**src/rtl/tt_um_tern_sched.sv**
```systemverilog
// ============================================================================
// Module  : tt_um_tern_sched
// Brief   : Job sequencer for the ternary weight loader and MAC array.
//           Optional load watchdog enabled by defining TERN_SCHED_WDOG_EN.
// Revision: 1.0 - initial release
// ============================================================================
`default_nettype none

module tt_um_tern_sched #(
  parameter int MAX_IN_LEN  = 16,
  parameter int MAX_OUT_LEN = 8,
  parameter int MAC_LAT     = 2,
  parameter int VEC_BITS    = 8
) (
  input  logic                                               clk,
  input  logic                                               rst_n,
  input  logic                                               start,
  input  logic [$clog2(MAX_IN_LEN)-1:0]                      cfg_in_len,
  input  logic [$clog2(MAX_OUT_LEN)-1:0]                     cfg_out_len,
  input  logic [VEC_BITS-1:0]                                cfg_num_vec,
  input  logic                                               load_done,
  output logic                                               load_ena,
  output logic [$clog2(MAX_IN_LEN)+$clog2(MAX_OUT_LEN)-1:0]  load_param,
  input  logic                                               in_valid,
  output logic                                               in_ready,
  output logic                                               mac_start,
  output logic                                               out_valid,
  input  logic                                               out_ready,
  output logic                                               busy,
  output logic                                               err
);

  localparam int IN_W  = $clog2(MAX_IN_LEN);
  localparam int OUT_W = $clog2(MAX_OUT_LEN);
  localparam int LAT_W = (MAC_LAT > 1) ? $clog2(MAC_LAT) : 1;

  typedef enum logic [2:0] {
    S_IDLE     = 3'd0,
    S_LOAD     = 3'd1,
    S_LOAD_LSB = 3'd2,
    S_SETTLE   = 3'd3,
    S_ACCEPT   = 3'd4,
    S_COMPUTE  = 3'd5,
    S_OUTPUT   = 3'd6
  } state_t;

  state_t              r_state;
  state_t              w_state_nxt;
  logic [IN_W-1:0]     r_in_len;
  logic [OUT_W-1:0]    r_out_len;
  logic [VEC_BITS-1:0] r_num_vec;
  logic [VEC_BITS-1:0] r_vec_cnt;
  logic [LAT_W-1:0]    r_lat_cnt;

  logic w_start_job;
  logic w_accept;
  logic w_deliver;
  logic w_last_vec;
  logic w_lat_done;
  logic w_wdog_trip;

  assign w_start_job = (r_state == S_IDLE) && start;
  assign w_accept    = (r_state == S_ACCEPT) && in_valid;
  assign w_deliver   = (r_state == S_OUTPUT) && out_ready;
  // Equality compare lets an all-ones count run the full 2^VEC_BITS vectors.
  assign w_last_vec  = (r_vec_cnt == r_num_vec);
  assign w_lat_done  = (r_lat_cnt == LAT_W'(MAC_LAT - 1));
  assign load_param  = {r_in_len, r_out_len};

  always_ff @(posedge clk) begin
    if (!rst_n) begin
      r_state   <= S_IDLE;
      r_in_len  <= '0;
      r_out_len <= '0;
      r_num_vec <= '0;
      r_vec_cnt <= '0;
      r_lat_cnt <= '0;
    end else begin
      r_state <= w_state_nxt;
      if (w_start_job) begin
        r_in_len  <= cfg_in_len;
        r_out_len <= cfg_out_len;
        r_num_vec <= cfg_num_vec;
        r_vec_cnt <= '0;
      end
      if (w_accept) begin
        r_lat_cnt <= '0;
      end else if (r_state == S_COMPUTE) begin
        r_lat_cnt <= r_lat_cnt + 1'b1;
      end
      if (w_deliver && !w_last_vec) begin
        r_vec_cnt <= r_vec_cnt + 1'b1;
      end
    end
  end

`ifdef TERN_SCHED_WDOG_EN
  localparam int WDOG_LIM = 2 * MAX_OUT_LEN + 2;
  localparam int WD_W     = $clog2(WDOG_LIM + 1);

  logic [WD_W-1:0] r_wdog_cnt;
  logic            r_err;

  assign w_wdog_trip = (r_state == S_LOAD) && !load_done &&
                       (r_wdog_cnt == WD_W'(WDOG_LIM - 1));
  assign err = r_err;

  always_ff @(posedge clk) begin
    if (!rst_n) begin
      r_wdog_cnt <= '0;
      r_err      <= 1'b0;
    end else begin
      if (w_start_job) begin
        r_wdog_cnt <= '0;
        r_err      <= 1'b0;
      end else if (r_state == S_LOAD) begin
        r_wdog_cnt <= r_wdog_cnt + 1'b1;
      end
      if (w_wdog_trip) begin
        r_err <= 1'b1;
      end
    end
  end
`else
  assign w_wdog_trip = 1'b0;
  assign err         = 1'b0;
`endif

  always_comb begin
    w_state_nxt = r_state;
    load_ena    = 1'b0;
    in_ready    = 1'b0;
    mac_start   = 1'b0;
    out_valid   = 1'b0;
    busy        = (r_state != S_IDLE);
    case (r_state)
      S_IDLE: begin
        if (start) w_state_nxt = S_LOAD;
      end
      S_LOAD: begin
        load_ena = 1'b1;
        if (load_done)        w_state_nxt = S_LOAD_LSB;
        else if (w_wdog_trip) w_state_nxt = S_IDLE;
      end
      // Loader writes its final row on this extra enabled cycle.
      S_LOAD_LSB: begin
        load_ena    = 1'b1;
        w_state_nxt = S_SETTLE;
      end
      S_SETTLE: begin
        w_state_nxt = S_ACCEPT;
      end
      S_ACCEPT: begin
        in_ready = 1'b1;
        if (in_valid) begin
          mac_start   = 1'b1;
          w_state_nxt = S_COMPUTE;
        end
      end
      S_COMPUTE: begin
        if (w_lat_done) w_state_nxt = S_OUTPUT;
      end
      S_OUTPUT: begin
        out_valid = 1'b1;
        if (out_ready) w_state_nxt = w_last_vec ? S_IDLE : S_ACCEPT;
      end
      default: begin
        w_state_nxt = S_IDLE;
      end
    endcase
  end

endmodule

`default_nettype wire

```
**config.mk**
```make
export PLATFORM = sky130hd
export DESIGN_NAME = tt_um_tern_sched
export DESIGN_NICKNAME = d
export VERILOG_FILES = /design/src/rtl/tt_um_tern_sched.sv
export SDC_FILE = /design/constraint.sdc
export NUM_CORES = 1
export LEC_CHECK = 0
export BUFFER_PORTS_ARGS = -buffer_cell sky130_fd_sc_hd__clkbuf_2
export CORE_ASPECT_RATIO = 2
export CORE_MARGIN = 8
export CORE_UTILIZATION = 45
export CTS_BUF_LIST = sky130_fd_sc_hd__clkbuf_4
export DETAILED_ROUTE_END_ITERATION = 8
export GPL_TIMING_DRIVEN = 1
export PLACE_DENSITY = 0.69
export SETUP_SLACK_MARGIN = 0.1
export SLEW_MARGIN = 10
export SYNTH_ARGS = -nofsm -noshare
export SYNTH_HDL_FRONTEND = slang
export SYNTH_SLANG_ARGS = --single-unit
```
**constraint.sdc**
```tcl
create_clock -name clk -period 1.9 [get_ports clk]
set_input_delay 0.38 -clock clk [delete_from_list [all_inputs] [get_ports clk]]
set_output_delay 0.38 -clock clk [all_outputs]
set_load 0.02 [all_outputs]
```
======== After elaboration in Yosys (flattened, before gate mapping) ========
Cells that the tools add are included.
operators by class
  $add $sub $neg .......................... 2
  equality and inequality tests ........... 12
  muxes and demuxes ....................... 14
  bitwise operators ....................... 1
  reduce and logical (&&, ||, !) cells .... 11
operator list
  operator             count
  $pmux 3 s7           1
  $mux 3               6
  $mux 8               2
  $ne 2x2->1 const B   5
  $eq 3x3->1 const B   3
  $add 8x1->8 const B  1
  $eq 8x8->1           1
  $eq 3x2->1 const B   2
  $mux 1               5
  $reduce_and 5->1     1
  $logic_and 1x1->1    4
  $reduce_or 2->1      2
  $eq 3x1->1 const B   1
  $logic_not 3->1      1
  $reduce_bool 3->1    1
  $reduce_bool 2->1    1
  $add 1x1->1 const B  1
  $logic_not 1->1      1
  $not 1->1            1
storage, ports and cells
  register bits ........................... 27
  input port bits ......................... 21
  output and inout port bits .............. 13
  word-level logic and storage cells ...... 46

======== Logic depth before layout (Yosys ltp) ========
  word-level depth ........................ 4
  mapped depth ............................ 7
  mapped depth without buffers ............ 6

======== Worst setup path after synthesis ========
OpenSTA, ideal clock, no wires.
  path kind ............................... flip-flop to output port
  start ................................... register r_state[2]
  end ..................................... output port mac_start
  arrival ................................. 1304 ps
  required time ........................... 1520 ps
  slack ................................... 216 ps
  stages on the path, launching flop included .. 5
  path buffers ............................ 1
  path through ............................ dfxtp_1 clkbuf_1 nand2_1 nor2_1 and2_1
between the ends
  word-level cells in the longest chain between the ends .. 2
RTL lines
  element                 line  source
  start, declared         47    state_t r_state;
  start signal, assigned  79    r_state <= w_state_nxt;
  $eq 3x3->1              136   case (r_state)
  $mux 1                  136
  end, declared           26    output logic mac_start,
No other way between the ends.

======== Final worst setup path ========
  start ................................... register r_state[1]
  end ..................................... output port mac_start
Same word-level chain as after synthesis.

==> metrics <==
Distinct cells, synth=36; Finished Cell Area=0.00172 mm²; port bufs=32; RSZ-0062 raised after global routing=false; Hold Path Sink=r_num_vec[7]$_SDFFE_PN0P_; row count=29; Filler cells=305; setup bufs post-CTS=0; Max Cap Viol=0; CTS tree=done; most common cell after layout, fill and taps aside=nand2_1; R2R Setup Slk=0.24 ns; Hold Path Origin=cfg_num_vec[7]; Pre-antenna DRT Iters=4; hold path depth=3; core area=0.00312 mm²; CTS Buf Count=3; crit path kind=reg2out; clock sinks=27; clk_lat worst skew=0.33 ns; clock tree root driver cell=clkbuf_4; drc violations=0; syn_nets=200; I/O pin count=34; placed cells=240; crit path DAT=1.35 ns; vias in the first global route=1421; Synth Warn #=0; final RePlAce weighted congestion=0.751; clock-pin transition on the worst setup and hold timing paths=0.14 ns; Cell Area, Placed=0.00165 mm²; Cell Area, Synth=0.00143 mm²; Routed WL=3640 µm; FMAX=0.578 GHz; nets=236; pwr/cell area=732 mW/mm²; maximum vdd drop=0.593 mV; detailed-route via count=1387; gr usage total=0.138; antenna-violating nets left=0; 1st-iter DRT viols=57; largest net degree at the start of global routing=24; via/cell ratio=5.68; die height=95.7 µm; Wirelength per Cell=14.9 µm; reg2reg path depth=6; Crit. End Element=primary output; detailed placement HPWL=2860 µm; clk buf depth=2; Critical Path Source=r_state[1]$_SDFFE_PN0P_; H-tree levels=1; Fin Clk Skew=0.00302 ns; Final Hold Vio Count=0; number of inserted diodes=0; worst r2r src=r_state[1]$_SDFFE_PN0P_; Tmin final=1.73 ns; most frequent cells in the layout=nand2_1 (40), clkbuf_2 (31), dfxtp_1 (25); total grt overflow=0; CP Launch Type=register; reg2reg end=r_vec_cnt[3]$_SDFFE_PN0P_; initial antenna violation count=0; worst-path fanout max=6; final setup fails=0; Initial Util=0.458; Tcrit/Tclk final=0.910; Data required, critical path=1.52 ns; sequential share of the synthesized area=0.378; Min-Delay Path Class=in2reg; first-pass GRT wire length=6220 µm; die area=0.00535 mm²; synthesis-to-finish area growth=20.3%; syn_area_per_cell=8.03 µm²; DIE WIDTH=55.9 µm; synthesized flop and latch total=27; Syn Inst Count=178; layout cells sized above 1=0.268; run status=finished clean; fin. max-slew vios=0; leakage power=0.785 nW; fin cells=244
[critical path: stages (launching register included)]
cell and delay (ns):
dfxtp_2 0.34, buf_4 0.15, inv_4 0.07, nand2_4 0.07, nor2_4 0.11, and2_1 0.12, clkbuf_4 0.16
[routing by layer]
metal | vias up | global-route usage | routed length [µm]
li1 | 688 | - | -
met1 | 642 | 0.135 | 1410
met2 | 42 | 0.267 | 1990
met3 | 15 | 0.0211 | 110
met4 | 0 | 0.0746 | 134
met5 | - | 0 | 0
[synth_stat cells]
cell type | instances | share of area
o21ai_0 | 5 | 0.017
buf_4 | 1 | 0.0053
o31a_1 | 1 | 0.0061
dfxtp_1 | 27 | 0.38
a21boi_0 | 16 | 0.084
buf_2 | 2 | 0.0070
nand3b_1 | 4 | 0.021
nor3_1 | 2 | 0.0070
a31oi_1 | 1 | 0.0044
a21boi_1 | 1 | 0.0053
or4b_1 | 1 | 0.0070
o21a_1 | 3 | 0.016
nor3b_1 | 1 | 0.0053
ha_1 | 1 | 0.0087
or3_1 | 1 | 0.0044
buf_6 | 2 | 0.016
nand2_1 | 41 | 0.11
nor2b_1 | 1 | 0.0044
inv_1 | 2 | 0.0053
o211a_1 | 2 | 0.014
and3_1 | 5 | 0.022
nor2_1 | 5 | 0.013
o22ai_1 | 3 | 0.013
nor4_1 | 5 | 0.022
xor2_1 | 8 | 0.049
conb_1 | 1 | 0.0026
o211ai_1 | 2 | 0.010
a211o_1 | 4 | 0.024
nand3_1 | 6 | 0.021
and2_1 | 4 | 0.017
a21oi_1 | 2 | 0.0070
nand2b_1 | 3 | 0.013
mux2i_1 | 1 | 0.0070
clkbuf_1 | 9 | 0.024
o2111ai_1 | 2 | 0.012
nand4b_1 | 3 | 0.018
[metrics by stage]
stage	util	worst slack [ns]	hold slack (ns)	power, W	TNS, ns
2_1_floorplan	-	0.216	0.455	0.000882	0
3_3_place_gp	0.530	0.0741	0.450	0.000968	0
3_5_place_dp	0.530	-0.0146	0.464	0.000981	-0.0209
4_1_cts	0.542	0.0998	0.257	0.00125	0
5_1_grt	0.551	0.0976	0.258	0.00133	0
6_report	0.551	0.171	0.260	0.00126	0
[power breakdown]
group / internal, W / switching (W) / total, W
clock network: 0.0000966 / 0.000171 / 0.000268
logic: 0.000141 / 0.000221 / 0.000361
registers: 0.000605 / 0.0000253 / 0.000630
[how the worst max path moves through the flow]
| stage | to | slack [ns] | cells past startpoint |
|---|---|---|---|
| after floorplan | mac_start | 0.22 | 4 |
| after global placement | r_vec_cnt[6]$_SDFFE_PN0P_ | 0.07 | 5 |
| after detailed placement | r_vec_cnt[6]$_SDFFE_PN0P_ | -0.01 | 6 |
| after CTS | r_vec_cnt[6]$_SDFFE_PN0P_ | 0.1 | 6 |
| after global routing | mac_start | 0.1 | 6 |
| final | mac_start | 0.17 | 6 |
[layout make-up]
cell class,instances,area (µm²),share of cell area
Tap cell,31,38.8,0.0225
Clock buffer,4,30.0,0.0175
Multi-Input combinational cell,135,838,0.487
Timing Repair Buffer,45,260,0.151
Sequential cell,27,543,0.316
Inverter,2,10.0,0.00582
[state kept, by name, indices dropped and copies added (netlist names)]
register   cells
r_state        3
r_vec_cnt      8
r_in_len       4
r_lat_cnt      1
r_num_vec      8
r_out_len      3
[kinds of logic (layout without fill, tap and decap cells)]
family          after synthesis  in the layout  share of synthesized area
fa+ha+maj                     1              1                    0.00875
flops                        27             27                      0.378
other cells                   1              1                    0.00262
compound gates               42             42                      0.214
xor+xnor                      8              8                     0.0490
mux                           1              1                    0.00700
buf+inv                      16             51                     0.0569
simple gates                 82             82                      0.283
[repair_timing]
item / 4_1_cts / 5_1_grt
resized for setup: 5 / 8
hold buffers: 0 / 0
pin swaps: 0 / 1
endpoints found under the setup margin: 7 / 7
No activity file was read; power rests on OpenSTA's default activity.
